===== src/rtl/ovf_guard_accum.sv =====
// Frame-based multi-channel accumulator with per-channel overflow detection.
// Each frame collects DEPTH samples across all channels, then holds the result until the consumer accepts it.
module ovf_guard_accum #(
  parameter int WIDTH    = 4,
  parameter int CHANNELS = 3,
  parameter int DEPTH    = 4,
  localparam int CW      = (CHANNELS > 1) ? $clog2(CHANNELS) : 1
) (
  input  logic                      clk,
  input  logic                      rst,
  input  logic                      in_valid,
  output logic                      in_ready,
  input  logic [CW-1:0]             in_ch,
  input  logic [WIDTH-1:0]          in_data,
  input  logic                      mode,
  output logic                      out_valid,
  input  logic                      out_ready,
  output logic [CHANNELS*WIDTH-1:0] out_data,
  output logic [CHANNELS-1:0]       out_ovf,
  output logic                      out_err,
  output logic                      busy
);

  localparam int CNT_W = $clog2(DEPTH + 1);
  localparam logic [CNT_W-1:0] DEPTH_C  = CNT_W'(DEPTH);
  localparam logic [CW:0]      CH_LIM   = (CW + 1)'(CHANNELS);
  localparam logic [WIDTH-1:0] ACC_MAX  = '1;

  typedef enum logic [1:0] {
    IDLE  = 2'd0,
    ACCUM = 2'd1,
    FLUSH = 2'd2
  } state_t;

  state_t             state_q, state_d;
  logic [CNT_W-1:0]   count_q;
  logic [CNT_W-1:0]   count_inc;
  logic               mode_q;
  logic               eff_mode;
  logic [WIDTH-1:0]   acc_q   [CHANNELS];
  logic [WIDTH-1:0]   acc_add [CHANNELS];
  logic [CHANNELS-1:0] carry;
  logic [CHANNELS-1:0] hit;
  logic [CHANNELS-1:0] ovf_q;
  logic               err_q;
  logic               in_idle;
  logic               accept;
  logic               out_fire;
  logic               ch_ok;
  logic               last;

  // Control: the unused encoding behaves exactly like IDLE so a corrupted state recovers on its own.
  always_comb begin
    // NOTE: every always_comb output is given a default before any branch so no path can infer a latch.
    state_d   = state_q;
    in_idle   = 1'b1;
    in_ready  = 1'b1;
    out_valid = 1'b0;
    busy      = 1'b0;
    case (state_q)
      ACCUM: begin
        in_idle = 1'b0;
        busy    = 1'b1;
      end
      FLUSH: begin
        in_idle   = 1'b0;
        in_ready  = 1'b0;
        out_valid = 1'b1;
        busy      = 1'b1;
      end
      default: ;
    endcase

    accept    = in_valid && in_ready;
    out_fire  = out_valid && out_ready;
    count_inc = in_idle ? CNT_W'(1) : count_q + CNT_W'(1);
    last      = (count_inc == DEPTH_C);

    if (out_fire) begin
      state_d = IDLE;
    end else if (accept) begin
      state_d = last ? FLUSH : ACCUM;
    end
  end

  always_ff @(posedge clk) begin
    // NOTE: sequential state uses non-blocking assignments so every register samples pre-edge values.
    if (rst) state_q <= IDLE;
    else     state_q <= state_d;
  end

  // Datapath: the first sample of a frame uses the live mode input, later ones the latched copy.
  assign eff_mode = in_idle ? mode : mode_q;
  assign ch_ok    = ({1'b0, in_ch} < CH_LIM);

  always_comb begin
    logic [WIDTH:0] sum;
    sum = '0;
    for (int k = 0; k < CHANNELS; k++) begin
      sum        = {1'b0, acc_q[k]} + {1'b0, in_data};
      carry[k]   = sum[WIDTH];
      acc_add[k] = (sum[WIDTH] && eff_mode) ? ACC_MAX : sum[WIDTH-1:0];
      hit[k]     = accept && ch_ok && (in_ch == CW'(k));
    end
  end

  always_ff @(posedge clk) begin
    if (rst) begin
      // NOTE: the accumulator array is a small register bank, so it is reset like any flop; a frame started after reset never sees stale sums.
      for (int k = 0; k < CHANNELS; k++) acc_q[k] <= '0;
      ovf_q   <= '0;
      err_q   <= 1'b0;
      count_q <= '0;
      mode_q  <= 1'b0;
    end else if (out_fire) begin
      for (int k = 0; k < CHANNELS; k++) acc_q[k] <= '0;
      ovf_q   <= '0;
      err_q   <= 1'b0;
      count_q <= '0;
    end else if (accept) begin
      if (in_idle) mode_q <= mode;
      count_q <= count_inc;
      if (!ch_ok) err_q <= 1'b1;
      for (int k = 0; k < CHANNELS; k++) begin
        if (hit[k]) begin
          acc_q[k] <= acc_add[k];
          if (carry[k]) ovf_q[k] <= 1'b1;
        end
      end
    end
  end

  for (genvar g = 0; g < CHANNELS; g++) begin : g_pack
    assign out_data[g*WIDTH +: WIDTH] = acc_q[g];
  end

  assign out_ovf = ovf_q;
  assign out_err = err_q;

endmodule


===== config.mk =====
export PLATFORM = sky130hd
export DESIGN_NAME = ovf_guard_accum
export DESIGN_NICKNAME = d
export VERILOG_FILES = /design/src/rtl/ovf_guard_accum.sv
export SDC_FILE = /design/constraint.sdc
export NUM_CORES = 1
export LEC_CHECK = 0
export ABC_CLOCK_PERIOD_IN_PS = 4600
export CORE_MARGIN = 2
export CORE_UTILIZATION = 40
export CTS_CLUSTER_SIZE = 16
export DETAILED_ROUTE_END_ITERATION = 6
export DONT_BUFFER_PORTS = 1
export GPL_TIMING_DRIVEN = 0
export HOLD_SLACK_MARGIN = 0.03
export SYNTH_ARGS = -nofsm -noshare
export SYNTH_HDL_FRONTEND = slang
export SYNTH_SLANG_ARGS = --single-unit

===== constraint.sdc =====
create_clock -name clk -period 4.6 [get_ports clk]
set_input_delay 0.23 -clock clk [delete_from_list [all_inputs] [get_ports clk]]
set_output_delay 0.23 -clock clk [all_outputs]
set_load 0.01 [all_outputs]

Word level (Yosys, flattened, before mapping)
Memory sizes are Yosys's and may differ from the RTL's.
Cells that the tools add are included.
Word-level totals
  bits in registers: 10
  bits in writable memories: 12
  input bits: 11
  memories: 1
Cells by class
  add/subtract/negate cells: 4
  $lt $le $gt $ge: 1
  equality and inequality tests: 5
  mux-type cells: 35
  bitwise operators: 8
  reductions and logical operators: 17
Memories
  acc_q: depth 3, width 4, rd ports 3, clocked after memory_dff 0, write ports 3, line 40  | logic [WIDTH-1:0] acc_q [CHANNELS];
Operators by type and width (count)
  two-way mux 4 bit: 9
  two-way mux 1 bit: 24
  adder 4 x 4 -> 5 bit: 3
  logical AND 1 bit: 9
  AND reduction 3 bit: 3
  bitwise OR 1 bit: 6
  equality test 2 x 1 -> 1 bit, second input constant: 2
  equality test 2 bit, second input constant: 2
  AND reduction 2 bit: 2
  OR reduction 2 bit: 2
  adder 3 x 1 -> 3 bit, second input constant: 1
  equality test 3 bit, second input constant: 1
  two-way mux 3 bit: 1
  logical NOT 2 bit: 1
  < comparator 2 bit, second input constant: 1
  two-way mux 2 bit: 1
  inverter 1 bit: 2

Depth between registers and ports, before layout
  depth in word-level cells: 11
  depth in mapped cells: 7

Least setup slack after synthesis
Ideal clock, no wire load.
  kind: reg-to-reg
  from: memory acc_q[0][0]
  to: memory acc_q[0][3] (data pin)
  library setup time: 0.152 ns
  arrival: 1.576 ns
  required time: 4.448 ns
  slack: 2.872 ns
  stages on the path, launching flop included: 7
  path buffers: 0
  clock period less this slack: 1.728 ns
  cells stage by stage: edfxtp_1 ha_1 inv_1 fa_1 nand2b_1 a211o_1 o22ai_1
RTL lines (line)
  start: declaration: 40

==> impl_metrics.json <==
{
  "path_cells": "ha_1 -> inv_1 -> fa_1 -> nand2b_1 -> a211o_1 -> o22ai_1",
  "syn_inst": 136,
  "pwr-share-clk": 0.215,
  "slew_viol_final": 0,
  "diodes": 0,
  "grt_pass1_vias": 1041,
  "io_pins": 30,
  "via_count": 1059,
  "cts_tree": "yes",
  "cp-end-kind": "register",
  "overflow": 0,
  "hold_viol": 0,
  "hold_slack_ps": 149,
  "syn_nets": 164,
  "max_freq_ghz": 0.518,
  "syn_area_mm2": 0.00139,
  "design.die.area_mm2": 0.00395,
  "powerDensity_mw_per_mm2": 286,
  "synth_area_leader_cell": "edfxtp_1",
  "crit_fanout": 4,
  "start_util": 0.415,
  "skew_ps": 7.32,
  "grt_start_max_net_pins": 12,
  "swShare": 0.305,
  "antenna_found_initial": 0,
  "htreeDepth": 1,
  "syn2layout_area_growth_pct": 6.50,
  "yosys_warnings": 0,
  "multi_input_area_um2": 759,
  "status": "finished, final reports clean",
  "combPwrFrac": 0.221,
  "final_cell_mix": "ha_1 (14), inv_1 (13), nor2_1 (13)",
  "routed_wl_um": 2970,
  "crit_type": "reg2reg",
  "postRouteAntennaNets": 0,
  "regArea_um2": 561,
  "p_seq_frac": 0.564,
  "cts_resized": 0,
  "synth_top_area_frac": 0.260,
  "avgSynthCellArea_um2": 10.2,
  "drive_gt1_frac": 0.0786,
  "tightest_slew_ps": 650,
  "dp_hpwl_um": 2310,
  "cts.path.max_buffers": 2,
  "layout_commonest_cell": "ha_1",
  "die_y_um": 62.8,
  "dr.first_iter.drc_count": 37,
  "layout_min_cycle_time_ps": 1930,
  "peakVddDrop_mv": 0.108,
  "internal_power_uw": 294,
  "synth_cell_types": 31,
  "start_kind": "register",
  "gp_congestion": 0.785,
  "setup_viol": 0,
  "p_total_uw": 422,
  "fill_cells": 335,
  "crit_arrival_ps": 2100,
  "clkSinkCount": 22,
  "clock_latency_ps": 310,
  "period_share": 0.420,
  "post_cts.repair.setup_buffers": 0,
  "slowest_delay_ps": 430,
  "grt_pass1_wl_um": 4910,
  "core-area_mm2": 0.00334,
  "cts_made_buffers": 3,
  "die_width_um": 62.8,
  "grt_util_all_layers": 0.161,
  "hold_path.startpoint": "rst",
  "ys_seq_area_frac": 0.405,
  "first_pass_iters": 4,
  "cp_slowest_cell": "edfxtp_1",
  "post_drt_wl_per_cell_um": 16.0,
  "drcViolationCount": 0,
  "min_path_type": "in2reg",
  "drv_cap": 0,
  "max_slew_margin": 0.567,
  "fin_tns_setup_ps": 0,
  "ys_seq_elements": 22,
  "reg2reg_from": "acc_q[0][0]",
  "fp-row-count": 21,
  "yosys-top-cells-area": "edfxtp_1 (26%), dfxtp_1 (14%), ha_1 (13%)",
  "nets": 170,
  "cts-root-buf": "clkbuf_4",
  "netSwitchingPower_uw": 129,
  "cp.required_ps": 4770,
  "portBuffers": 0,
  "p_leak_uw": 0.000583,
  "worstSetupStartpoint": "acc_q[0][0]",
  "cts.clk_slew.worst_paths_ps": 130,
  "rsz0062_at_grt": "false",
  "via_per_inst": 5.69
}
[flip-flops by register name, summed over array words and instances (netlist names)]
register,cells
out_ovf,3
out_err,1
count_q,3
mode_q,1
state_q,2
acc_q,12
[critical path: cells and delay by family (launching register included)]
kind / cells / cell delay (ps)
AND/OR/NAND/NOR: 1 / 200
adder cells (fa/ha/maj): 2 / 590
flip-flops: 1 / 430
AO/OA/AOI/OAI: 2 / 510
buffers and inverters: 1 / 60
[what timing repair did]
item / CTS / global route
hold endpoints to repair: 2 / 0
setup endpoints to repair: 0 / 0
hold buffers: 1 / 0
[cell families after synthesis]
kind of cell	Yosys count	share of synthesized area
mux	1	0.00723
simple gates	34	0.131
buf+inv	15	0.0470
compound gates	43	0.215
flops	22	0.405
xor+xnor	4	0.0253
fa+ha+maj	17	0.170
[synthesized netlist by cell type]
| cell type | instances |
|---|---|
| a211o_1 | 3 |
| a211oi_1 | 8 |
| a211oi_2 | 1 |
| a21o_1 | 1 |
| a21oi_1 | 12 |
| a22oi_1 | 1 |
| buf_2 | 1 |
| buf_6 | 1 |
| dfxtp_1 | 10 |
| edfxtp_1 | 12 |
| fa_1 | 3 |
| ha_1 | 14 |
| inv_1 | 13 |
| mux2i_1 | 1 |
| nand2_1 | 9 |
| nand2b_1 | 4 |
| nand3_1 | 1 |
| nand4bb_1 | 2 |
| nor2_1 | 13 |
| nor2b_1 | 1 |
| nor3_1 | 1 |
| nor3b_2 | 1 |
| nor4b_1 | 1 |
| o211ai_1 | 3 |
| o21a_1 | 4 |
| o21ai_0 | 3 |
| o21ba_2 | 3 |
| o22ai_1 | 3 |
| o31ai_1 | 1 |
| or4b_4 | 1 |
| xor2_1 | 4 |
[worst paths after layout]
check	slack [ps]	end	depth (start not counted)
hold / removal	150	count_q[0]	2
setup / recovery	2670	acc_q[0][3]	6
setup reg to reg	2670	acc_q[0][3]	6
hold reg to reg	480	count_q[1]	2
[metal layers]
layer | share of wire | global-route usage | up-vias
met5 | 0 | 0 | -
met3 | 0.063 | 0.0288 | 2
met1 | 0.42 | 0.198 | 510
met2 | 0.51 | 0.281 | 35
met4 | 0.0071 | 0.0583 | 0
li1 | - | - | 512
[power by group through the flow]
stage	logic (uW)	registers, uW	clock network [uW]
after global routing	106	240	105
final	93.4	238	90.6
after floorplan	74.7	240	0
after global placement	87.0	242	0
after detailed placement	91.1	243	0
after CTS	92.8	239	91.6
[through the flow]
step                utilization  setup slack, ps  cells  area (um^2)
floorplan                     -             2870    136         1390
finish                    0.442             2670    186         1480
global route              0.442             2550    186         1480
detailed placement        0.432             2720    182         1440
CTS                       0.442             2690    186         1480
global placement          0.432             2730    182         1440
[area by class of cell]
class	instances	share of cell area
Inverter	13	0.0331
Tap cell	46	0.0390
Clock buffer	3	0.0153
Timing Repair Buffer	1	0.00679
Sequential cell	22	0.380
Multi-Input combinational cell	99	0.515
Buffer	2	0.0110
(Power assumes the default switching activity.)
